[src/rtl/gberet_hvgen.sv]
// Video timing generator: 6 MHz pixel enable, 9-bit H/V raster counters,
// registered blank/sync/frame outputs with per-frame adjustable sync position.
// Free-running; outputs are aligned with PH/PV on every cycle (zero relative latency).
module gberet_hvgen #(
  parameter int H_TOTAL  = 384,
  parameter int H_VIS    = 256,
  parameter int HS_START = 304,
  parameter int HS_LEN   = 32,
  parameter int V_TOTAL  = 264,
  parameter int V_VIS0   = 16,
  parameter int V_VIS1   = 239,
  parameter int VS_START = 248,
  parameter int VS_LEN   = 8
) (
  input  logic       clk48M,
  input  logic       reset,
  input  logic [3:0] hoffs,
  input  logic [3:0] voffs,
  output logic       PCE,
  output logic [8:0] PH,
  output logic [8:0] PV,
  output logic       HBLANK,
  output logic       VBLANK,
  output logic       HSYNC,
  output logic       VSYNC,
  output logic       FRAME
);

  localparam logic [8:0] HT_M1  = 9'(H_TOTAL - 1);
  localparam logic [8:0] VT_M1  = 9'(V_TOTAL - 1);
  localparam logic [8:0] HV_L   = 9'(H_VIS);
  localparam logic [8:0] V0_L   = 9'(V_VIS0);
  localparam logic [8:0] V1_L   = 9'(V_VIS1);
  localparam logic [8:0] HS_L   = 9'(HS_START);
  localparam logic [8:0] HSW_L  = 9'(HS_LEN);
  localparam logic [8:0] VS_L   = 9'(VS_START);
  localparam logic [8:0] VSW_L  = 9'(VS_LEN);

  logic [2:0] div_q, div_d;
  logic       pce_q, pce_d;
  logic [8:0] ph_q, ph_d;
  logic [8:0] pv_q, pv_d;
  logic       hblank_q, hblank_d;
  logic       vblank_q, vblank_d;
  logic       hsync_q, hsync_d;
  logic       vsync_q, vsync_d;
  logic       frame_q, frame_d;
  logic [3:0] hoffs_l_q, hoffs_l_d;
  logic [3:0] voffs_l_q, voffs_l_d;
  logic [8:0] hs0, vs0;

  // Next-state: divider always runs; raster and derived outputs move only on div==7
  always_comb begin
    div_d     = div_q + 3'd1;
    pce_d     = (div_q == 3'd7);
    ph_d      = ph_q;
    pv_d      = pv_q;
    hblank_d  = hblank_q;
    vblank_d  = vblank_q;
    hsync_d   = hsync_q;
    vsync_d   = vsync_q;
    frame_d   = 1'b0;
    hoffs_l_d = hoffs_l_q;
    voffs_l_d = voffs_l_q;
    hs0       = '0;
    vs0       = '0;
    if (div_q == 3'd7) begin
      if (ph_q == HT_M1) begin
        ph_d = '0;
        pv_d = (pv_q == VT_M1) ? 9'd0 : pv_q + 9'd1;
      end else begin
        ph_d = ph_q + 9'd1;
      end
      // Offsets only change at frame start so a frame never sees a jumping sync
      if ((ph_d == 9'd0) && (pv_d == 9'd0)) begin
        frame_d   = 1'b1;
        hoffs_l_d = hoffs;
        voffs_l_d = voffs;
      end
      hs0      = HS_L + {{5{hoffs_l_d[3]}}, hoffs_l_d};
      vs0      = VS_L + {{5{voffs_l_d[3]}}, voffs_l_d};
      hblank_d = (ph_d >= HV_L);
      vblank_d = (pv_d < V0_L) || (pv_d > V1_L);
      hsync_d  = (ph_d >= hs0) && (ph_d < hs0 + HSW_L);
      vsync_d  = (pv_d >= vs0) && (pv_d < vs0 + VSW_L);
    end
  end

  // State registers with synchronous reset to the top-left, blanked raster
  always_ff @(posedge clk48M) begin
    if (reset) begin
      div_q     <= '0;
      pce_q     <= 1'b0;
      ph_q      <= '0;
      pv_q      <= '0;
      hblank_q  <= 1'b0;
      vblank_q  <= 1'b1;
      hsync_q   <= 1'b0;
      vsync_q   <= 1'b0;
      frame_q   <= 1'b0;
      hoffs_l_q <= '0;
      voffs_l_q <= '0;
    end else begin
      div_q     <= div_d;
      pce_q     <= pce_d;
      ph_q      <= ph_d;
      pv_q      <= pv_d;
      hblank_q  <= hblank_d;
      vblank_q  <= vblank_d;
      hsync_q   <= hsync_d;
      vsync_q   <= vsync_d;
      frame_q   <= frame_d;
      hoffs_l_q <= hoffs_l_d;
      voffs_l_q <= voffs_l_d;
    end
  end

  assign PCE    = pce_q;
  assign PH     = ph_q;
  assign PV     = pv_q;
  assign HBLANK = hblank_q;
  assign VBLANK = vblank_q;
  assign HSYNC  = hsync_q;
  assign VSYNC  = vsync_q;
  assign FRAME  = frame_q;

endmodule
[config.mk]
export PLATFORM = sky130hd
export DESIGN_NAME = gberet_hvgen
export DESIGN_NICKNAME = d
export VERILOG_FILES = /design/src/rtl/gberet_hvgen.sv
export SDC_FILE = /design/constraint.sdc
export NUM_CORES = 1
export LEC_CHECK = 0
export ABC_CLOCK_PERIOD_IN_PS = 4560
export CORE_MARGIN = 2
export CORE_UTILIZATION = 45
export DETAILED_ROUTE_END_ITERATION = 8
export DONT_BUFFER_PORTS = 1
export PLACE_DENSITY_LB_ADDON = 0.25
export SYNTH_ARGS = -nofsm -noshare
export SYNTH_HDL_FRONTEND = slang
export SYNTH_SLANG_ARGS = --single-unit
[constraint.sdc]
create_clock -name clk48M -period 4.56 [get_ports clk48M]
set_clock_uncertainty 0.05 [all_clocks]
set_input_delay 0.912 -clock clk48M [delete_from_list [all_inputs] [get_ports clk48M]]
set_output_delay 0.912 -clock clk48M [all_outputs]
set_load 0.01 [all_outputs]
**Yosys cells after proc, flatten, opt, wreduce, memory -nomap -nowiden**

Cells that the tools add are included.

- $add $sub $neg: 7
- Order comparisons: 7
- Equal/unequal tests: 3
- Multiplexer cells: 10
- Bitwise gates (word level): 1
- Reductions and logical operators: 7

Operators with widths:

| operator | number |
|---|---|
| $mux W9 | 5 |
| $add A9 B1 Y9 const B | 2 |
| $eq A9 B9 Y1 const B | 2 |
| $ge A9 B9 Y1 | 2 |
| $logic_not A9 Y1 | 2 |
| $lt A9 B9 Y1 | 2 |
| $mux W4 | 4 |
| $add A8 B9 Y9 const A | 1 |
| $add A9 B4 Y9 const B | 1 |
| $add A9 B6 Y9 const B | 1 |
| $add A9 B9 Y9 const A | 1 |
| $ge A9 B9 Y1 const B | 1 |
| $gt A9 B8 Y1 const B | 1 |
| $lt A9 B5 Y1 const B | 1 |
| $add A3 B1 Y3 const B | 1 |
| $eq A3 B3 Y1 const B | 1 |
| $logic_and A1 B1 Y1 | 3 |
| $reduce_or A2 Y1 | 1 |
| $logic_or A1 B1 Y1 | 1 |
| $mux W1 | 1 |
| $not A1 Y1 | 1 |

- Register bits: 35
- Input bits: 10
- Output and inout bits: 24
- Word-level logic and storage cells: 46

**Depth between registers and ports, before layout**

Gate-level depths: netlist of the first run.

- Word-level depth: 12
- Gate-level depth with buffers: 18
- Depth with buffers taken out: 16

**Worst setup path before layout of the first run**

OpenSTA, ideal clock, no wires.

- Kind: register -> register
- Start: register ph_q[0], in the netlist PH[0]
- End: register vsync_q, in the netlist VSYNC
- Arrival: 3.985 ns
- Data required time: 4.418 ns
- Slack: 0.433 ns
- Cell stages (with the launch flop): 18
- Cells stage by stage: dfxtp_1 > ha_1 > nand3_4 > or3_1 > or4_1 > a21oi_2 > o2111ai_2 > nor4_2 > buf_4 > mux2i_1 > ha_1 > nor2b_1 > o21ai_0 > a21oi_1 > o21a_1 > o21ai_0 > a21oi_1 > o32ai_1

- Longest elaborated chain between the ends: 11
- Elaborated cells between the ends (all ways): 16
- Those cells by class: add/sub: 3; order compare: 2; eq/ne: 1; mux: 6; reduce/logical: 4

Ends and longest elaborated chain:

| item | RTL line | source |
|---|---|---|
| start, declared | 41 | `logic [8:0] ph_q, ph_d;` |
| start signal, assigned | 106 | `ph_q <= ph_d;` |
| $add A9 B1 Y9 or $eq A9 B9 Y1 (tied branches) | 72, 68 |  |
| $mux W9 | 68 | `if (ph_q == HT_M1) begin` |
| $mux W9 | 67 | `if (div_q == 3'd7) begin` |
| $logic_not A9 Y1 | 75 | `if ((ph_d == 9'd0) && (pv_d == 9'd0)) begin` |
| $logic_and A1 B1 Y1 | 75 |  |
| $mux W4 | 75 |  |
| $mux W4 | 67 |  |
| $add A8 B9 Y9 | 81 | `vs0 = VS_L + {{5{voffs_l_d[3]}}, voffs_l_d};` |
| $add A9 B4 Y9 | 85 | `vsync_d = (pv_d >= vs0) && (pv_d < vs0 + VSW_L);` |
| $lt A9 B9 Y1 | 85 |  |
| $logic_and A1 B1 Y1 * | 85 |  |
| end signal, assigned | 111 | `vsync_q <= vsync_d;` |
| end, declared | 46 | `logic vsync_q, vsync_d;` |

Mark *: on every way between the ends. The rest lies on a longest branch, timed or not. The select of a mux whose other input is x is not followed.
A chain may end at the register's enable or synchronous reset.

**Final worst setup path of the first run**

Same ends and word-level chain as after synthesis.

==> out/qor.csv, run 1 <==
stage,metric,value,unit
final_layout,fillers,488,
synth,simple-gate portion of the synthesized area,28.5,%
sta,setup TNS,0,ns
synth,Post-synth EDFFs,0,
placed_design,dpl hpwl,3910,um
power,Switch Pwr,125,uW
floorplanning,I/O Pins,34,
critical_path,FF-to-FF Start,PH[0],
final_layout,area delta synth->final,8.61,%
drt,Pre-antenna DRT Iters,4,
critical_path,Slowest cell on crit path,or4_1,
drt,WL met3,299,um
critical_path,worst path arrival time,4.43,ns
placed_design,Port Buffers,0,
clocking,Skew-Pair Late Insertion Delay,0.29,ns
power,Gate power share,2.5,%
drt,WL/cell,14.4,um
sta,Final Hold Fails,0,
final_layout,"Design Area, Final",0.00265,mm^2
final_layout,"Core Util, Final",51.3,%
drt,met1 wire length,2710,um
grt,first-pass GRT wire length,9170,um
power,clock share of power,40.8,%
synth,synthesized cell area,0.00244,mm^2
power,switch share,22.8,%
floorplanning,Starting Density,47.2,%
critical_path,Setup crit end kind,flip-flop,
synth,main combinational cell family by area after synthesis,simple AND/OR/NAND/NOR gates,
sta,final setup fails,0,
final_layout,share of layout cells above drive strength 1,10.9,%
placed_design,Routability Congestion,0.826,
floorplanning,die area,0.00603,mm^2
critical_path,Setup crit start,PH[0],
synth,Post-Synth Adder-Cell Area,9.74,%
drt,vias,2004,
floorplanning,Die Y,77.7,um
floorplanning,Core ar.,0.00517,mm^2
sta,max-slew violation count,0,
drt,DRC viols,0,
grt,vias in the first global route,1893,
critical_path,CP required,4.71,ns
job,MaxCap Viol Count,0,
synth,gate count after technology mapping,296,
power,register share of total power,56.8,%
synth,sequential area share after synthesis,28.7,%
drt,uppermost layer routed,met4,
worst_hold_path,Hold WC Path Type,reg -> reg,
critical_path,Worst Setup Start Kind,flip-flop,
critical_path,delay of the slowest critical-path stage,0.55,ns
synth,Synthesis Warnings,0,
clocking,H-tree Lvls,2,
grt,largest net degree at the start of global routing,43,
synth,Synth area leaders,"dfxtp_1, ha_1, mux2i_1",
final_layout,fin nets,331,
power,LEAKAGE,0.00106,uW
critical_path,"Worst Path Class, Setup",reg -> reg,
final_layout,# diodes,0,
synth,Synth area leader,dfxtp_1,
synth,post-synth net total,325,
drt,Vias/cell,5.37,
power,P per Cell Area,206,mW/mm^2
outcome,outcome,"finished, final reports clean",
synth,asr flop ratio synth,0,%
floorplanning,Die Wd,77.7,um
clocking,Sinks on Clock Net,35,
grt,initial antenna violation count,0,
synth,Cell variety after synth,45,
synth,post-synthesis mux area share,9.23,%
clocking,CTS tree,done,
grt,All-Layer GR Usage,18.8,%
power,VDD IR-drop max,0.116,mV
placed_design,placed cell area,0.00253,mm^2
critical_path,"critical path, cell by cell",ha_1 > nand3_4 > or3_1 > or4_1 > a21oi_2 > o2111ai_2 > nor4_2 > buf_4 > mux2i_1 > ha_1 > nor2b_1 > o21ai_0 > a21oi_1 > o21a_1 > o21ai_0 > a21oi_1 > o32ai_1,
grt,grt total ovfl,0,
sta,period utilization,93.8,%
synth,Avg Inst Size Synth,8.25,um^2
drt,DR iter-0 viols,100,
synth,post-synth top area share,28.7,%
worst_hold_path,min-delay src,div_q[0],
drt,met2 WL,2320,um
floorplanning,std cell rows,26,
sta,RSZ-0062 raised after global routing,no,
clocking,clock-pin slew on the worst setup and hold paths,0.07,ns
power,Internal,421,uW
synth,number of synthesized register bits,35,
synth,Synth Flop Type,dfxtp_1,
synth,Synth Area in Compound Gates,12.2,%
clocking,clk root buf,clkbuf_8,
synth,xor and xnor area share after synthesis,6.46,%
drt,WL final,5390,um
drt,Final ANT Viol Nets,0,
sta,fin crit period,4.28,ns
sta,Rel. slew slack,48.8,%
clocking,Max clock buf depth,2,
critical_path,CP max FO,10,
sta,Max Clk Rate,234,MHz
clocking,cts bufs inserted,5,
clocking,Post-CTS Hold Buffers,0,
sta,Slew @ Worst Pin,0.762,ns
final timing paths:
kind / to / slack (ns) / depth (start not counted)
max reg2reg: VSYNC / 0.28 / 17
min reg2reg: div_q[0] / 0.37 / 1
max: VSYNC / 0.28 / 17
min: div_q[0] / 0.37 / 1
synthesized netlist by cell type, types with 2 or more instances:
| cell type | number |
|---|---|
| dfxtp_1 | 35 |
| nor2_1 | 28 |
| nand2_1 | 24 |
| nand2b_1 | 21 |
| a21oi_1 | 19 |
| ha_1 | 19 |
| mux2i_1 | 18 |
| inv_1 | 11 |
| nand3_1 | 11 |
| o21ai_0 | 11 |
| clkbuf_1 | 10 |
| xnor2_1 | 9 |
| xor2_1 | 9 |
| nor3_1 | 7 |
| nor2b_1 | 6 |
| and3_1 | 5 |
| buf_4 | 5 |
| a211oi_1 | 4 |
| nand4_1 | 4 |
| or3_1 | 4 |
| mux2_1 | 3 |
| nor3b_1 | 3 |
| o31ai_1 | 3 |
| a21o_1 | 2 |
| and2_1 | 2 |
| buf_2 | 2 |
| nor4_2 | 2 |
| nor4b_1 | 2 |
cell type report:
class / instances / area, um^2 / share of cell area, %
inverter: 11 / 41.3 / 1.56
clock buffer: 5 / 68.8 / 2.60
sequential: 35 / 701 / 26.4
timing repair buffer: 16 / 120 / 4.53
multi-input combinational: 233 / 1620 / 61.0
clock inverter: 3 / 15.0 / 0.566
tap: 70 / 87.6 / 3.30
power by group through the flow:
stage / clock network [uW] / logic, uW / registers (uW)
final: 222 / 13.5 / 309
after CTS: 231 / 13.2 / 309
after global routing: 246 / 15.2 / 310
after floorplan: 0 / 14.9 / 316
after detailed placement: 0 / 13.0 / 317
after global placement: 0 / 12.8 / 317
state kept, by name (all words and copies together) (netlist names), 3 cells and up:
signal     count
hoffs_l_q      4
PV             9
PH             9
div_q          3
voffs_l_q      4
kinds of logic after synthesis:
kind of cell    Yosys count
simple gates            126
compound gates           48
mux                      22
flops                    35
xor+xnor                 18
fa+ha+maj                19
buf+inv                  28
cells in the final DEF, fill, tap and decap left out, drive strengths merged, types with 5 or more instances in the layout:
master | synthesis | routed
nand3 | 13 | 13
xnor2 | 9 | 9
clkbuf | 10 | 5
inv | 11 | 11
nand2b | 21 | 21
mux2i | 18 | 18
nor2 | 28 | 28
dfxtp | 35 | 35
nand2 | 24 | 24
a21oi | 20 | 20
o21ai | 11 | 11
buf | 7 | 16
and3 | 5 | 5
nor3 | 7 | 7
xor2 | 9 | 9
nor2b | 6 | 6
ha | 19 | 19
repair_timing:
action                                  4_1_cts  5_1_grt
endpoints found under the setup margin        0        2
gates resized for setup                       0        1
setup buffers                                 0        5
stage by stage:
step	power (uW)	setup WS, ns	hold slack [ns]	cells
floorplan	331	0.433	0.349	296
global placement	329	0.420	0.357	360
detailed placement	330	0.268	0.358	360
CTS	553	0.249	0.373	368
global route	571	0.0128	0.396	373
finish	545	0.282	0.370	373
critical path, delay by kind of cell, from the launching register on:
kind | cells | cell delay [ns]
buf+inv | 1 | 0.23
flops | 1 | 0.33
compound gates | 8 | 1.24
fa+ha+maj | 2 | 0.54
simple gates | 5 | 1.58
mux | 1 | 0.23
routing by layer:
layer	up-vias	track usage, %
li1	1047	-
met1	913	25.6
met2	37	28.4
met3	7	5.81
met4	0	5.36
met5	-	0
No activity file was read; power rests on OpenSTA's default activity.
==> inputs of run 2 (changes only) <==
==> constraint.sdc (replaced) <==
create_clock -name clk48M -period 4.56 [get_ports clk48M]
set_clock_uncertainty 0.05 [all_clocks]
set_input_delay 0.912 -clock clk48M [delete_from_list [all_inputs] [get_ports clk48M]]
set_output_delay 0.912 -clock clk48M [all_outputs]
set_load 0.05 [all_outputs]
==> run 2 against run 1 <==
- sequential power barely moved
- core utilization up 1.1 points
- flip-flop and latch count unchanged
- combinational power rose by 10%
- die area is the same
- largest cell class unchanged
- largest power group unchanged
==> out/qor.csv, run 2 (same netlist as run 1, synthesis figures left out) <==
stage,metric,value,unit
final_layout,# diodes,0,
final_layout,most frequent cells in the layout,"dfxtp_1, nor2_1, nand2_1",
sta,fin crit period,4.30,ns
critical_path,worst path arrival time,4.45,ns
critical_path,Worst Setup Start Kind,flip-flop,
outcome,outcome,"finished, final reports clean",
grt,first-pass GRT wire length,9530,um
grt,All-Layer GR Usage,19.5,%
clocking,Sinks on Clock Net,35,
power,P per Cell Area,214,mW/mm^2
final_layout,share of layout cells above drive strength 1,12.0,%
final_layout,area delta synth->final,10.9,%
final_layout,"Design Area, Final",0.00271,mm^2
placed_design,Cells after DPL,370,
clocking,Post-CTS Resized,0,
critical_path,"Worst Path Class, Setup",reg -> reg,
critical_path,CP endpoint,VSYNC,
placed_design,Port Buffers,0,
critical_path,FF-to-FF Start,PH[0],
drt,Vias/cell,5.44,
grt,GRT busiest layer,met2,
sta,RSZ-0062 raised after global routing,no,
power,VDD IR-drop max,0.107,mV
drt,WL/cell,14.8,um
power,LEAKAGE,0.00109,uW
sta,setup TNS,0,ns
drt,vias,2058,
grt,initial antenna violation count,0,
grt,met1 GRT Util,26.7,%
floorplanning,Die Wd,77.7,um
critical_path,FF-to-FF End,VSYNC,
floorplanning,I/O Pins,34,
final_layout,"commonest non-fill, non-tap cell in the layout",dfxtp_1,
sta,Slew @ Worst Pin,0.745,ns
clocking,Post-CTS Hold Buffers,0,
placed_design,placed cell area,0.00260,mm^2
floorplanning,die area,0.00603,mm^2
grt,largest net degree at the start of global routing,43,
sta,max-slew violation count,0,
clocking,Max clock buf depth,2,
critical_path,reg2reg setup slack,0.26,ns
sta,Rel. slew slack,50.0,%
placed_design,Routability Congestion,0.833,
grt,grt total ovfl,0,
clocking,cts bufs inserted,5,
drt,DR iter-0 viols,108,
drt,Final ANT Viol Nets,0,
sta,Max Clk Rate,232,MHz
placed_design,dpl hpwl,4090,um
critical_path,CP required,4.71,ns
final_layout,fin nets,336,
floorplanning,std cell rows,26,
critical_path,Reg2Reg Depth,17,
clocking,CTS tree,done,
grt,Global Route met2 Usage,29.7,%
floorplanning,Core ar.,0.00517,mm^2
clocking,clock-pin slew on the worst setup and hold paths,0.08,ns
drt,WL final,5590,um
critical_path,Setup crit end kind,flip-flop,
power,Design Power,580,uW
clocking,H-tree Lvls,2,
drt,Pre-antenna DRT Iters,4,
clocking,setup bufs post-CTS,0,
sta,final setup fails,0,
worst_hold_path,Hold WC Path Type,reg -> reg,
final_layout,Layout Cells excl Fill,378,
grt,met3 GRT Util,6.05,%
job,MaxCap Viol Count,0,
clocking,clk root buf,clkbuf_8,
floorplanning,Die Y,77.7,um
critical_path,Setup crit start,PH[0],
grt,vias in the first global route,1926,
sta,Final Hold Fails,0,
sta,period utilization,94.4,%
clocking,Skew-Pair Late Insertion Delay,0.29,ns
drt,DRC viols,0,
floorplanning,Starting Density,47.2,%
critical_path,CP max FO,11,
run 2: changes by cell type in the layout (fill, tap and decap cells not counted):
cell / change
mux2i_2: -1
mux2i_1: +1
or3_1: -1
clkbuf_1: +1
clkinv_2: -3
or3_4: +1
clkbuf_8: +2
buf_4: +5
run 2: stage by stage:
step	worst slack [ns]	util, %	hold WS, ns
global route	0.00244	52.3	0.418
finish	0.257	52.3	0.366
CTS	0.147	52.2	0.367
global placement	0.346	50.3	0.355
floorplan	0.110	-	0.349
detailed placement	0.179	50.3	0.356
run 2: power by group:
group | leakage [uW] | internal (uW) | switching, uW
combinational | 0.000756 | 8.14 | 6.78
clock | 0.0000515 | 138 | 118
sequential | 0.000282 | 308 | 1.34
total | 0.00109 | 454 | 126
run 2: area by class of cell:
| cell class | instances | area [um^2] |
|---|---|---|
| multi-input cells | 233 | 1620 |
| fillers | 485 | 2470 |
| repair buffers | 21 | 158 |
| inverters | 11 | 41.3 |
| well taps | 70 | 87.6 |
| clock buffers | 8 | 100 |
| flip-flops and latches | 35 | 701 |
run 2: how the worst min path moves through the flow:
stage	from	end	slack, ns	cells past startpoint
finish	div_q[0]	div_q[0]	0.37	1
global route	div_q[0]	div_q[0]	0.42	1
CTS	div_q[0]	div_q[0]	0.37	1
detailed placement	div_q[0]	div_q[0]	0.36	1
global placement	div_q[0]	div_q[0]	0.36	1
floorplan	div_q[0]	div_q[0]	0.35	1
run 2: critical path, cell delays in order (launching register included):
cell and delay [ns]:
dfxtp_1 0.34, ha_1 0.27, nand3_4 0.13, or3_4 0.46, or4_1 0.53, a21oi_2 0.15, o2111ai_2 0.18, nor4_2 0.30
buf_4 0.24, mux2i_1 0.23, ha_1 0.27, nor2b_1 0.14, o21ai_0 0.15, a21oi_1 0.09, o21a_1 0.16, o21ai_0 0.17
a21oi_1 0.10, o32ai_1 0.26
run 2: metal layers:
metal | share of wire (%) | wire length, um | up-vias
met5 | 0 | 0 | -
met4 | 1.3 | 71 | 0
met3 | 6.7 | 374 | 9
met2 | 43 | 2410 | 59
met1 | 49 | 2740 | 939
li1 | - | - | 1051
==> inputs of run 3 (changes only) <==
==> constraint.sdc (replaced) <==
create_clock -name clk48M -period 4.56 [get_ports clk48M]
set_clock_uncertainty 0.05 [all_clocks]
set_input_delay 0.228 -clock clk48M [delete_from_list [all_inputs] [get_ports clk48M]]
set_output_delay 0.228 -clock clk48M [all_outputs]
set_load 0.05 [all_outputs]
==> run 3 against run 2 <==
- count of clock-buffer cells in the layout decreased by 2
- critical path type unchanged
- sequential power barely moved
- flip-flop and latch count is the same
- design area increased by 1.1%
- die area stayed put
- combinational power grew 31%
- core utilization increased by 0.58 points
- register-to-register slack gained 0.11 ns
- via count down 1.1%
==> out/qor.csv, run 3 (same netlist as run 1, synthesis figures left out) <==
stage,metric,value,unit
sta,setup TNS,0,ns
floorplanning,Starting Density,47.2,%
sta,period utilization,92.0,%
final_layout,fin nets,341,
final_layout,most frequent cells in the layout,"dfxtp_1, nor2_1, buf_4",
grt,All-Layer GR Usage,19.5,%
sta,fin crit period,4.20,ns
power,clock share of power,41.0,%
sta,Final Hold Fails,0,
power,Switch Pwr,122,uW
clocking,H-tree Lvls,2,
clocking,CTS tree,done,
power,LEAKAGE,0.00111,uW
floorplanning,I/O Pins,34,
drt,Pre-antenna DRT Iters,4,
critical_path,reg2reg setup slack,0.36,ns
critical_path,FF-to-FF End,HSYNC,
power,Gate power share,3.5,%
power,VDD IR-drop max,0.101,mV
floorplanning,Die Wd,77.7,um
clocking,Sinks on Clock Net,35,
clocking,Skew-Pair Late Insertion Delay,0.29,ns
power,switch share,21.8,%
sta,Rel. slew slack,32.2,%
floorplanning,std cell rows,26,
grt,grt total ovfl,0,
critical_path,Worst Setup Start Kind,flip-flop,
drt,WL/cell,14.4,um
sta,final setup fails,0,
drt,Final ANT Viol Nets,0,
job,MaxCap Viol Count,0,
critical_path,Setup crit end kind,flip-flop,
drt,vias,2036,
sta,max-slew violation count,0,
clocking,cts bufs inserted,5,
drt,DRC viols,0,
final_layout,area delta synth->final,12.1,%
clocking,clk root buf,clkbuf_8,
sta,Slew @ Worst Pin,1.01,ns
floorplanning,die area,0.00603,mm^2
outcome,outcome,"finished, final reports clean",
power,P per Cell Area,204,mW/mm^2
power,register share of total power,55.5,%
critical_path,CP max FO,11,
critical_path,Setup crit start,PH[1],
drt,Vias/cell,5.33,
final_layout,# diodes,0,
grt,vias in the first global route,1963,
drt,DR iter-0 viols,80,
worst_hold_path,min-delay src,voffs[1],
grt,initial antenna violation count,0,
grt,first-pass GRT wire length,9490,um
placed_design,Routability Congestion,0.831,
worst_hold_path,Hold WC Path Type,in -> reg,
final_layout,"Core Util, Final",52.9,%
drt,WL final,5490,um
grt,largest net degree at the start of global routing,30,
critical_path,Reg2Reg Depth,17,
final_layout,share of layout cells above drive strength 1,13.5,%
floorplanning,Die Y,77.7,um
clocking,clock-pin slew on the worst setup and hold paths,0.07,ns
floorplanning,Core ar.,0.00517,mm^2
sta,RSZ-0062 raised after global routing,no,
clocking,Max clock buf depth,2,
critical_path,FF-to-FF Start,PH[1],
sta,Max Clk Rate,238,MHz
final_layout,"commonest non-fill, non-tap cell in the layout",dfxtp_1,
placed_design,dpl hpwl,4050,um
placed_design,Port Buffers,0,
power,Design Power,557,uW
power,Internal,436,uW
critical_path,CP required,4.72,ns
critical_path,worst path arrival time,4.36,ns
worst_hold_path,hold endpoint,voffs_l_q[1],
critical_path,"Worst Path Class, Setup",reg -> reg,
worst_hold_path,Hold Path Depth,2,
-- run 3: cell count changes in the layout (fill, tap and decap cells not counted), sizes merged --
cell         before  now
clkinv            0    1
clkbuf            8    6
buf              21   25
dlygate4sd3       0    1
-- run 3: repair_timing --
item / 4_1_cts / 5_1_grt
endpoints found under the hold margin: 26 / 0
setup buffers: 0 / 4
endpoints found under the setup margin: 0 / 2
gates resized for setup: 0 / 2
hold buffers: 1 / 0
-- run 3: worst max-delay path by stage --
stage                       end  slack (ns)  cells after the start
after floorplan           VSYNC        0.11                     17
after global placement    VSYNC        0.35                     17
after detailed placement  VSYNC        0.17                     17
after CTS                 VSYNC        0.16                     17
after global routing      VSYNC        0.03                     17
final                     HSYNC        0.36                     17
-- run 3: power groups by stage --
stage,clock network [uW],registers (uW),logic (uW)
global placement,0,316,14.4
CTS,238,309,19.6
global route,251,309,22.3
detailed placement,0,317,14.8
floorplan,0,317,14.9
finish,228,309,19.5
-- run 3: worst max-delay path, cell delays in order (launching register included) --
cell and delay, ns:
dfxtp_1 0.34, ha_2 0.24, nand3_4 0.12, or3_4 0.46
or4_1 0.53, a21oi_2 0.14, o2111ai_2 0.18, nor4_2 0.30
buf_4 0.17, buf_4 0.13, mux2_1 0.36, ha_1 0.29
nor2b_1 0.04, o21ai_0 0.14, a21oi_1 0.09, o31ai_1 0.24
nand4_1 0.15, a21oi_1 0.14
-- run 3: area by class of cell --
type / count / area [um^2]
sequential: 35 / 701
inverter: 11 / 41.3
multi-input combinational: 233 / 1620
clock buffer: 6 / 82.6
fill: 481 / 2440
clock inverter: 1 / 5.00
timing repair buffer: 26 / 198
tap: 70 / 87.6
-- run 3: metal layers --
layer	GRT usage (%)	wire length, um	up-vias
met5	0	0	-
li1	-	-	1070
met4	5.18	40	0
met2	29.3	2390	52
met1	26.8	2700	910
met3	6.05	361	4
-- run 3: stage by stage --
step	setup WS [ns]	area [um^2]	hold slack, ns	cells
2_1_floorplan	0.110	2440	0.268	296
6_report	0.364	2740	0.0447	382
4_1_cts	0.162	2700	0.0389	378
5_1_grt	0.0254	2740	0.0508	382
3_3_place_gp	0.348	2600	0.251	370
3_5_place_dp	0.171	2600	0.252	370
